`config.mk`:
```
export PLATFORM = sky130hd
export DESIGN_NAME = split_eval_scheduler_flat
export DESIGN_NICKNAME = d
export VERILOG_FILES = /design/src/rtl/split_eval_scheduler_if.sv /design/src/rtl/split_eval_scheduler.sv /design/src/flat_wrapper.sv
export SDC_FILE = /design/constraint.sdc
export NUM_CORES = 1
export LEC_CHECK = 0
export CAP_MARGIN = 0
export CORE_AREA = 4 4 60 62
export CTS_CLUSTER_DIAMETER = 80
export DETAILED_ROUTE_END_ITERATION = 7
export DIE_AREA = 0 0 64 66
export MAX_ROUTING_LAYER = met4
export PLACE_DENSITY = 0.82
export SETUP_SLACK_MARGIN = 0.2
export SLEW_MARGIN = 20
export SYNTH_ARGS = -nofsm -noshare
export SYNTH_HDL_FRONTEND = slang
export SYNTH_SLANG_ARGS = --single-unit
```
`constraint.sdc`:
```
create_clock -name clk -period 2.2 [get_ports clk]
set_input_delay 0.44 -clock clk [delete_from_list [all_inputs] [get_ports clk]]
set_output_delay 0.44 -clock clk [all_outputs]
set_load 0.02 [all_outputs]
```
`src/rtl/split_eval_scheduler_if.sv`:
```
// ---------------------------------------------------------------------------
// split_eval_scheduler_if
// Bundles the solver control handshake and the shared split-evaluation port
// of split_eval_scheduler.
//   slave  : the scheduler (consumes start/ack, produces request/verdict)
//   master : the solver + checker side driving start/stop_on_fail and eval_ack
// Signals:
//   start, stop_on_fail             solver -> scheduler
//   eval_ack, eval_result           checker -> scheduler
//   eval_req, eval_idx              scheduler -> checker
//   busy, done, all_sat, fail_valid,
//   fail_idx, timeout_err, sat_count scheduler -> solver
// ---------------------------------------------------------------------------
interface split_eval_scheduler_if #(
    parameter int IDX_W = 4
);
    logic             start;
    logic             stop_on_fail;
    logic             eval_ack;
    logic             eval_result;
    logic             eval_req;
    logic [IDX_W-1:0] eval_idx;
    logic             busy;
    logic             done;
    logic             all_sat;
    logic             fail_valid;
    logic [IDX_W-1:0] fail_idx;
    logic             timeout_err;
    logic [IDX_W:0]   sat_count;

    modport slave (
        input  start, stop_on_fail, eval_ack, eval_result,
        output eval_req, eval_idx, busy, done, all_sat,
               fail_valid, fail_idx, timeout_err, sat_count
    );

    modport master (
        output start, stop_on_fail, eval_ack, eval_result,
        input  eval_req, eval_idx, busy, done, all_sat,
               fail_valid, fail_idx, timeout_err, sat_count
    );
endinterface

```
`src/rtl/split_eval_scheduler.sv`:
```
// ---------------------------------------------------------------------------
// split_eval_scheduler
// Walks NUM_SPLITS split-constraint checkers one at a time through a single
// shared evaluation port and reduces their 1-bit results into a sweep verdict.
// Ports:
//   clk    rising-edge clock
//   rst_n  asynchronous active-low reset
//   bus    split_eval_scheduler_if.slave (start/stop_on_fail in, eval
//          request/ack port, done pulse with all_sat / fail_valid / fail_idx /
//          timeout_err / sat_count results). All outputs are registered.
// Parameters:
//   NUM_SPLITS  checkers per sweep (2..256)
//   IDX_W       index width, 2**IDX_W >= NUM_SPLITS
//   TIMEOUT     max cycles eval_req is held waiting for an ack (1..255)
// ---------------------------------------------------------------------------
module split_eval_scheduler #(
    parameter int NUM_SPLITS = 16,
    parameter int IDX_W      = 4,
    parameter int TIMEOUT    = 255
) (
    input  logic                   clk,
    input  logic                   rst_n,
    split_eval_scheduler_if.slave  bus
);
    typedef enum logic [2:0] {IDLE, ISSUE, WAIT, NEXT, FINISH} state_t;

    localparam logic [IDX_W-1:0] LAST_IDX   = IDX_W'(NUM_SPLITS - 1);
    localparam logic [IDX_W:0]   FULL_COUNT = (IDX_W+1)'(NUM_SPLITS);
    // The counter starts at 0 on the first WAIT cycle, so the split times out
    // on the cycle where the count would reach TIMEOUT.
    localparam logic [7:0]       WAIT_LAST  = 8'(TIMEOUT - 1);

    state_t           state_reg;
    logic             stop_reg;
    logic [7:0]       wait_cnt_reg;
    logic             eval_req_reg;
    logic [IDX_W-1:0] eval_idx_reg;
    logic             busy_reg;
    logic             done_reg;
    logic             all_sat_reg;
    logic             fail_valid_reg;
    logic [IDX_W-1:0] fail_idx_reg;
    logic             timeout_err_reg;
    logic [IDX_W:0]   sat_count_reg;

    always_ff @(posedge clk or negedge rst_n) begin
        if (!rst_n) begin
            state_reg       <= IDLE;
            stop_reg        <= 1'b0;
            wait_cnt_reg    <= '0;
            eval_req_reg    <= 1'b0;
            eval_idx_reg    <= '0;
            busy_reg        <= 1'b0;
            done_reg        <= 1'b0;
            all_sat_reg     <= 1'b0;
            fail_valid_reg  <= 1'b0;
            fail_idx_reg    <= '0;
            timeout_err_reg <= 1'b0;
            sat_count_reg   <= '0;
        end else begin
            done_reg <= 1'b0;
            case (state_reg)
                IDLE: begin
                    if (bus.start) begin
                        stop_reg        <= bus.stop_on_fail;
                        all_sat_reg     <= 1'b0;
                        fail_valid_reg  <= 1'b0;
                        fail_idx_reg    <= '0;
                        timeout_err_reg <= 1'b0;
                        sat_count_reg   <= '0;
                        eval_idx_reg    <= '0;
                        busy_reg        <= 1'b1;
                        state_reg       <= ISSUE;
                    end
                end
                ISSUE: begin
                    eval_req_reg <= 1'b1;
                    wait_cnt_reg <= '0;
                    state_reg    <= WAIT;
                end
                WAIT: begin
                    // An ack takes priority over a timeout in the same cycle.
                    if (bus.eval_ack) begin
                        if (bus.eval_result) begin
                            sat_count_reg <= sat_count_reg + 1'b1;
                        end else if (!fail_valid_reg) begin
                            fail_valid_reg <= 1'b1;
                            fail_idx_reg   <= eval_idx_reg;
                        end
                        eval_req_reg <= 1'b0;
                        state_reg    <= NEXT;
                    end else if (wait_cnt_reg == WAIT_LAST) begin
                        timeout_err_reg <= 1'b1;
                        if (!fail_valid_reg) begin
                            fail_valid_reg <= 1'b1;
                            fail_idx_reg   <= eval_idx_reg;
                        end
                        eval_req_reg <= 1'b0;
                        state_reg    <= NEXT;
                    end else begin
                        wait_cnt_reg <= wait_cnt_reg + 1'b1;
                    end
                end
                NEXT: begin
                    if (eval_idx_reg == LAST_IDX || (stop_reg && fail_valid_reg)) begin
                        state_reg <= FINISH;
                    end else begin
                        eval_idx_reg <= eval_idx_reg + 1'b1;
                        state_reg    <= ISSUE;
                    end
                end
                FINISH: begin
                    done_reg    <= 1'b1;
                    busy_reg    <= 1'b0;
                    all_sat_reg <= (sat_count_reg == FULL_COUNT) && !fail_valid_reg;
                    state_reg   <= IDLE;
                end
                default: state_reg <= IDLE;
            endcase
        end
    end

    assign bus.eval_req    = eval_req_reg;
    assign bus.eval_idx    = eval_idx_reg;
    assign bus.busy        = busy_reg;
    assign bus.done        = done_reg;
    assign bus.all_sat     = all_sat_reg;
    assign bus.fail_valid  = fail_valid_reg;
    assign bus.fail_idx    = fail_idx_reg;
    assign bus.timeout_err = timeout_err_reg;
    assign bus.sat_count   = sat_count_reg;
endmodule

```
`src/flat_wrapper.sv`:
```
// flat-port wrapper written by rule: the top's interface ports become plain ports
module split_eval_scheduler_flat 
#(
    parameter int NUM_SPLITS = 16,
    parameter int IDX_W      = 4,
    parameter int TIMEOUT    = 255
)
  (clk, rst_n, bus_start, bus_stop_on_fail, bus_eval_ack, bus_eval_result, bus_eval_req, bus_eval_idx, bus_busy, bus_done, bus_all_sat, bus_fail_valid, bus_fail_idx, bus_timeout_err, bus_sat_count);
  split_eval_scheduler_if #(.IDX_W(IDX_W)) bus_i ();
  input  logic clk;
  input  logic rst_n;
  input wire logic [$bits(bus_i.start)-1:0] bus_start;
  input wire logic [$bits(bus_i.stop_on_fail)-1:0] bus_stop_on_fail;
  input wire logic [$bits(bus_i.eval_ack)-1:0] bus_eval_ack;
  input wire logic [$bits(bus_i.eval_result)-1:0] bus_eval_result;
  output wire logic [$bits(bus_i.eval_req)-1:0] bus_eval_req;
  output wire logic [$bits(bus_i.eval_idx)-1:0] bus_eval_idx;
  output wire logic [$bits(bus_i.busy)-1:0] bus_busy;
  output wire logic [$bits(bus_i.done)-1:0] bus_done;
  output wire logic [$bits(bus_i.all_sat)-1:0] bus_all_sat;
  output wire logic [$bits(bus_i.fail_valid)-1:0] bus_fail_valid;
  output wire logic [$bits(bus_i.fail_idx)-1:0] bus_fail_idx;
  output wire logic [$bits(bus_i.timeout_err)-1:0] bus_timeout_err;
  output wire logic [$bits(bus_i.sat_count)-1:0] bus_sat_count;
  assign bus_i.start = bus_start;
  assign bus_i.stop_on_fail = bus_stop_on_fail;
  assign bus_i.eval_ack = bus_eval_ack;
  assign bus_i.eval_result = bus_eval_result;
  assign bus_eval_req = bus_i.eval_req;
  assign bus_eval_idx = bus_i.eval_idx;
  assign bus_busy = bus_i.busy;
  assign bus_done = bus_i.done;
  assign bus_all_sat = bus_i.all_sat;
  assign bus_fail_valid = bus_i.fail_valid;
  assign bus_fail_idx = bus_i.fail_idx;
  assign bus_timeout_err = bus_i.timeout_err;
  assign bus_sat_count = bus_i.sat_count;
  split_eval_scheduler #(.NUM_SPLITS(NUM_SPLITS), .IDX_W(IDX_W), .TIMEOUT(TIMEOUT)) u_core (.clk(clk), .rst_n(rst_n), .bus(bus_i));
endmodule
```
==> run summary, run 1 <==
Status: completed
Grt total ovfl: 0
Startpoint of the worst-slack reg-to-reg timing path: u_core.state_reg[2]
Post-synth top cells: 31 x dfrtp_1, 20 x nand2_1, 9 x o21ai_0
CP endpoint: bus_fail_valid
Final setup viols: 0
Max-cap viol count: 0
CTS H-Tree Depth: 2
DP HPWL: 2.59 mm
Core area: 0.00303 mm2
Slew Limit Fails: 0
VDD IR-drop max: 0.537 mV
Predominant post-synthesis flop cell: dfrtp_1
GRT Max-Usage Layer: met2
Clk_lat worst skew: 330 ps
Top-area cell type share of the netlist area: 0.497
Vias: 1311
Kind of critical path: flip-flop to output port
Power per cell area: 1110 mW/mm2
CP Depth: 1
Root Driver: clkbuf_4
Placer Congestion: 0.892
M3 GR Usage: 0.0340
Slew headroom: 0.686
Synth unique cells: 44
CP Data Required Time: 1760 ps
IO Port Bufs: 24
Hold Fails Final Rpt: 0
Cell family with most CP delay: buffers and inverters
Synthesis warning total: 0
Measured slew at the worst slew-check pin: 471 ps
Fin nets: 198
Period utilisation layout: 0.855
Net switching power: 885 uW
Most frequent cell after synthesis: dfrtp_1
CP Launch Type: flip-flop
RSZ-0062 raised after global routing: false
Hold slack final: 492 ps
Drt initial violations: 65
Async set or reset register ratio after synthesis: 1.00
Cells along the critical path: clkdlybuf4s50_1
DRC viols: 0
Clock Sinks: 31
Sw Ratio: 0.411
CP peak stage delay: 650 ps
CP bufs+invs: 1
Initial antenna violation count: 0
Worst Path Max Fanout: 6
Max reg flops: 8
# fillers: 264
Cell Int Power: 1270 uW
Clock power share: 0.146
Final min period: 1880 ps
Die height: 66 um
I/O pin count: 25
Syn Nets: 165
DR WL/cell: 14.8 um
Via density: 5.65
Largest net degree at the start of global routing: 32
Setup TNS after final layout: 0 ps
Quantity of hold-fixing buffers added after cts: 0
CTS tree: done
R2r endpoint: u_core.wait_cnt_reg[4]
Clock Tree Buf Depth: 2
Reg2Reg Depth: 4
Post-synth EDFFs: 0
Drt first pass iters: 4
GRT Total Usage: 0.183
Flop2flop setup slack: 340 ps
Cells after Synth: 154
Grt met1 use: 0.208
Final antenna-violating net count: 0
Vias in the first global route: 1230
Seq/Total Area, Yosys: 0.497
Area Overhead vs Synth: 23.9%
Leakage power: 0.000870 uW
Worst Hold Class: input pin to async pin
Seq pwr share: 0.392
Antenna cell count: 0
Post-synth top area cell: dfrtp_1
Setup Skew: 11.9 ps
Global-route track usage on met2: 0.308
Avg Inst Size Synth: 10.1 um2
CTS Buf Count: 5
Fmax: 532 MHz
Critical Path AT: 1440 ps
Yosys reg bits: 31
Total Routed Length: 3.44 mm
Mapped Area: 0.00156 mm2
Critical path's slowest cell: clkdlybuf4s50_1
Ranking of synthesized cells by area: dfrtp_1 50%, nand2_1 4.8%, ha_1 4.0%, o21ai_0 2.9%, a22o_1 2.8%
Full die area: 0.00422 mm2
Combinational share of power: 0.462
Initial Util: 0.516
Layout cell share with drive strength beyond 1: 0.0957
Die X: 64 um
Worst-path clk slew: 100 ps
Std cell rows: 20
Critical Path Start: u_core.bus.fail_valid
First-pass GRT wire length: 5.73 mm
Worst setup EP type: output port
## power groups by stage
stage	logic (uW)	registers, uW	clock network, uW
after detailed placement	998	860	0
final	997	845	314
after floorplan	512	944	0
after global placement	969	849	0
after global routing	1100	869	348
after CTS	1000	848	321
## through the flow
step / power, uW / instances / cell area [um2] / setup WS [ps] / utilization
4_1_cts: 2170 / 232 / 1930 / 284 / 0.639
3_5_place_dp: 1860 / 224 / 1880 / 192 / 0.622
6_report: 2160 / 232 / 1930 / 320 / 0.639
5_1_grt: 2320 / 232 / 1930 / 243 / 0.639
2_1_floorplan: 1460 / 154 / 1560 / 503 / -
3_3_place_gp: 1820 / 224 / 1880 / 211 / 0.622
## worst min-delay path by stage
| stage | slack, ps | startpoint | end | cells after the start |
|---|---|---|---|---|
| finish | 490 | rst_n | u_core.bus.eval_idx[2] | 2 |
| global route | 520 | rst_n | u_core.bus.busy | 2 |
| CTS | 500 | rst_n | u_core.bus.sat_count[2] | 2 |
| detailed placement | 480 | u_core.stop_reg | u_core.stop_reg | 2 |
| global placement | 470 | u_core.stop_reg | u_core.stop_reg | 2 |
| floorplan | 140 | rst_n | u_core.bus.all_sat | 0 |
## what timing repair did
action                                  in CTS  in global routing
gates resized for setup                      0                  1
endpoints found under the setup margin       0                  1
endpoints found under the hold margin        0                  0
setup buffers                                0                  0
## area by class of cell
cell class | instances | area (um2) | area share
Clock buffer | 7 | 45.0 | 0.0233
Clock inverter | 1 | 5.00 | 0.00259
Inverter | 5 | 18.8 | 0.00970
Multi-Input combinational cell | 112 | 734 | 0.380
Sequential cell | 31 | 776 | 0.401
Tap cell | 44 | 55.1 | 0.0285
Timing Repair Buffer | 32 | 300 | 0.155
## cells by family (layout without fill, tap and decap cells)
group | count (synthesis) | in the layout | synth area share
fa+ha+maj | 5 | 5 | 0.0401
xor+xnor | 2 | 2 | 0.0112
compound gates | 39 | 39 | 0.176
mux | 4 | 4 | 0.0264
simple gates | 62 | 62 | 0.216
buf+inv | 11 | 45 | 0.0329
flops | 31 | 31 | 0.497
## routing by layer
layer / share of wire / up-vias
li1: - / 629
met1: 0.43 / 638
met2: 0.50 / 33
met3: 0.049 / 11
met4: 0.023 / 0
met5: 0 / -
## layout by cell type, fill, tap and decap left out, drive strengths merged, types with 3 or more instances in the layout
| master | count |
|---|---|
| o21ai | 9 |
| nor2 | 8 |
| dfrtp | 31 |
| mux2i | 3 |
| a31oi | 5 |
| buf | 8 |
| a21oi | 7 |
| and3 | 5 |
| inv | 5 |
| nand3 | 7 |
| clkbuf | 7 |
| nor3b | 4 |
| clkdlybuf4s50 | 24 |
| nand2b | 3 |
| a22o | 5 |
| nor4 | 3 |
| ha | 5 |
| nand2 | 20 |
Power figures use the tool's default switching activity.
==> run 2, diff against run 1 <==
clock period = 1.83 ns   (was 2.2 ns; I/O delays follow)
==> run summary, run 2 (synthesis results as in run 1) <==
Slew Limit Fails: 0 (unchanged)
Initial Util: 0.516 (unchanged)
Vias in the first global route: 1442 (was 1230)
Worst setup EP type: flip-flop (was output port)
Slew headroom: 0.714 (was 0.686)
CP bufs+invs: 0 (was 1)
Root Driver: clkbuf_4 (unchanged)
Period utilisation layout: 0.900
Kind of critical path: flip-flop to flip-flop (was flip-flop to output port)
Cells along the critical path: or3b_4, a211o_4, nand2_4, mux2_4 (was clkdlybuf4s50_1)
Quantity of hold-fixing buffers added after cts: 0 (unchanged)
Full die area: 0.00422 mm2 (unchanged)
Clk_lat worst skew: 340 ps (was 330 ps)
Final core utilization: 0.712 (was 0.639)
I/O pin count: 25 (unchanged)
Vias: 1417 (was 1311)
Drt first pass iters: 4 (unchanged)
Die X: 64 um (unchanged)
Std cell rows: 20 (unchanged)
CP Depth: 4 (was 1)
Critical path's slowest cell: or3b_4 (was clkdlybuf4s50_1)
CP peak stage delay: 440 ps (was 650 ps)
Max-cap viol count: 0 (unchanged)
Grt total ovfl: 0 (unchanged)
Critical Path AT: 1880 ps (was 1440 ps)
Setup WS pre-CTS: -91.9 ps (was 192 ps)
IO Port Bufs: 24 (unchanged)
Status: completed (unchanged)
First-pass GRT wire length: 6.59 mm (was 5.73 mm)
Drt initial violations: 74 (was 65)
Fin nets: 214 (was 198)
Die height: 66 um (unchanged)
Setup Skew: 11.5 ps (was 11.9 ps)
Placer Congestion: 0.876 (was 0.892)
Leakage power: 0.00105 uW (was 0.000870 uW)
Most common cell after layout, fill and taps aside: dfrtp_1 (unchanged)
CP Launch Type: flip-flop (unchanged)
Via density: 5.71 (was 5.65)
CTS H-Tree Depth: 2 (unchanged)
Antenna cell count: 0 (unchanged)
Cell family with most CP delay: simple AND/OR/NAND/NOR gates (was buffers and inverters)
VDD IR-drop max: 0.917 mV (was 0.537 mV)
Non-filler cells, final: 248 (was 232)
Clock Sinks: 31 (unchanged)
Worst-path clk slew: 100 ps (about the same)
Worst Path Max Fanout: 4 (was 6)
Setup TNS after final layout: 0 ps (unchanged)
Hold Fails Final Rpt: 0 (unchanged)
Total Routed Length: 3.91 mm (was 3.44 mm)
Max reg flops: 8 (unchanged)
DP HPWL: 2.78 mm (was 2.59 mm)
Area Overhead vs Synth: 38.1% (was 23.9%)
Fmax: 607 MHz
Most frequent cells in the layout: 30 x dfrtp_1, 24 x buf_4, 19 x nand2_1, 19 x dlygate4sd2_1, 8 x o21ai_0 (was 31 x dfrtp_1, 24 x clkdlybuf4s50_1, 20 x nand2_1)
DRC viols: 0 (unchanged)
CTS tree: done (unchanged)
DR WL/cell: 15.8 um (was 14.8 um)
Clock Tree Buf Depth: 2 (unchanged)
CP Data Required Time: 2060 ps (was 1760 ps)
Final min period: 1650 ps
Initial antenna violation count: 0 (unchanged)
# fillers: 236 (was 264)
Core area: 0.00303 mm2 (unchanged)
Layout cell share with drive strength beyond 1: 0.255 (was 0.0957)
CTS Buf Count: 5 (unchanged)
Reg2Reg Depth: 4 (unchanged)
Final antenna-violating net count: 0 (unchanged)
RSZ-0062 raised after global routing: true (was false)
Placed cell count: 237 (was 224)
Final setup viols: 0 (unchanged)
Power per cell area: 1340 mW/mm2 (was 1110 mW/mm2)
GRT Total Usage: 0.207 (was 0.183)
Measured slew at the worst slew-check pin: 429 ps (was 471 ps)
Setup ws final: 182 ps (was 320 ps)
Largest net degree at the start of global routing: 32 (unchanged)
Worst Hold Class: input pin to async pin (unchanged)
run 2: changes by cell type in the layout (fill, tap and decap cells not counted), moves of 2 or more:
cell / previous run / this run
clkdlybuf4s50_1: 24 / 5
dlygate4sd2_1: 0 / 19
buf_4: 8 / 24
a41oi_2: 0 / 2
clkbuf_8: 0 / 2
a41oi_1: 2 / 0
run 2: cell type report:
type                            instances  area (um2)  area share
Multi-Input combinational cell        112         840       0.389
Sequential cell                        31         777       0.360
Timing Repair Buffer                   48         397       0.184
Clock buffer                            8        68.8      0.0319
Tap cell                               44        55.1      0.0255
Inverter                                5        18.8     0.00871
run 2: metal layers:
| metal | wire (um) | vias to the layer above | GRT usage |
|---|---|---|---|
| met3 | 245 | 12 | 0.0595 |
| met4 | 81 | 0 | 0.0782 |
| met2 | 1960 | 44 | 0.348 |
| met5 | 0 | - | - |
| met1 | 1620 | 695 | 0.234 |
| li1 | - | 666 | - |
run 2: timing repair:
action                     CTS  global route
setup endpoints to repair   31            17
resized for setup           30            12
cloned                       0             0
setup buffers                2             1
pin swaps                    5             3
run 2: final timing paths:
path,from,slack (ps),end
max,u_core.state_reg[2],180,u_core.bus.fail_valid
max reg2reg,u_core.state_reg[2],180,u_core.bus.fail_valid
min,rst_n,410,u_core.bus.eval_idx[2]
min reg2reg,u_core.stop_reg,500,u_core.stop_reg
min in group clk,u_core.stop_reg,500,u_core.stop_reg
max in group asynchronous,rst_n,1120,u_core.bus.eval_idx[0]
run 2: power by group:
group          total [uW]  switching (uW)  leakage (uW)  internal (uW)
clock network         460             234     0.0000386            226
logic                1430             797      0.000602            629
registers            1010             159      0.000409            853
run 2: worst reg2reg max path, delay by kind of cell, from the launching register on:
family,cells,cell delay [ps]
multiplexers,1,290
AO/OA/AOI/OAI,1,360
flip-flops,1,390
AND/OR/NAND/NOR,2,510
run 2: stage by stage:
stage	total power, uW	hold WS [ps]	instance area [um2]
floorplan	1750	70.4	1560
global placement	2290	463	1980
detailed placement	2350	464	1980
CTS	2790	420	2080
global route	3110	438	2160
finish	2900	408	2160
==> run 3, diff against run 2 <==
CTS_CLUSTER_DIAMETER = unset   (was 80)
==> results of run 3 <==
Same layout as run 2: the final DEF is identical, and so are final timing and power.
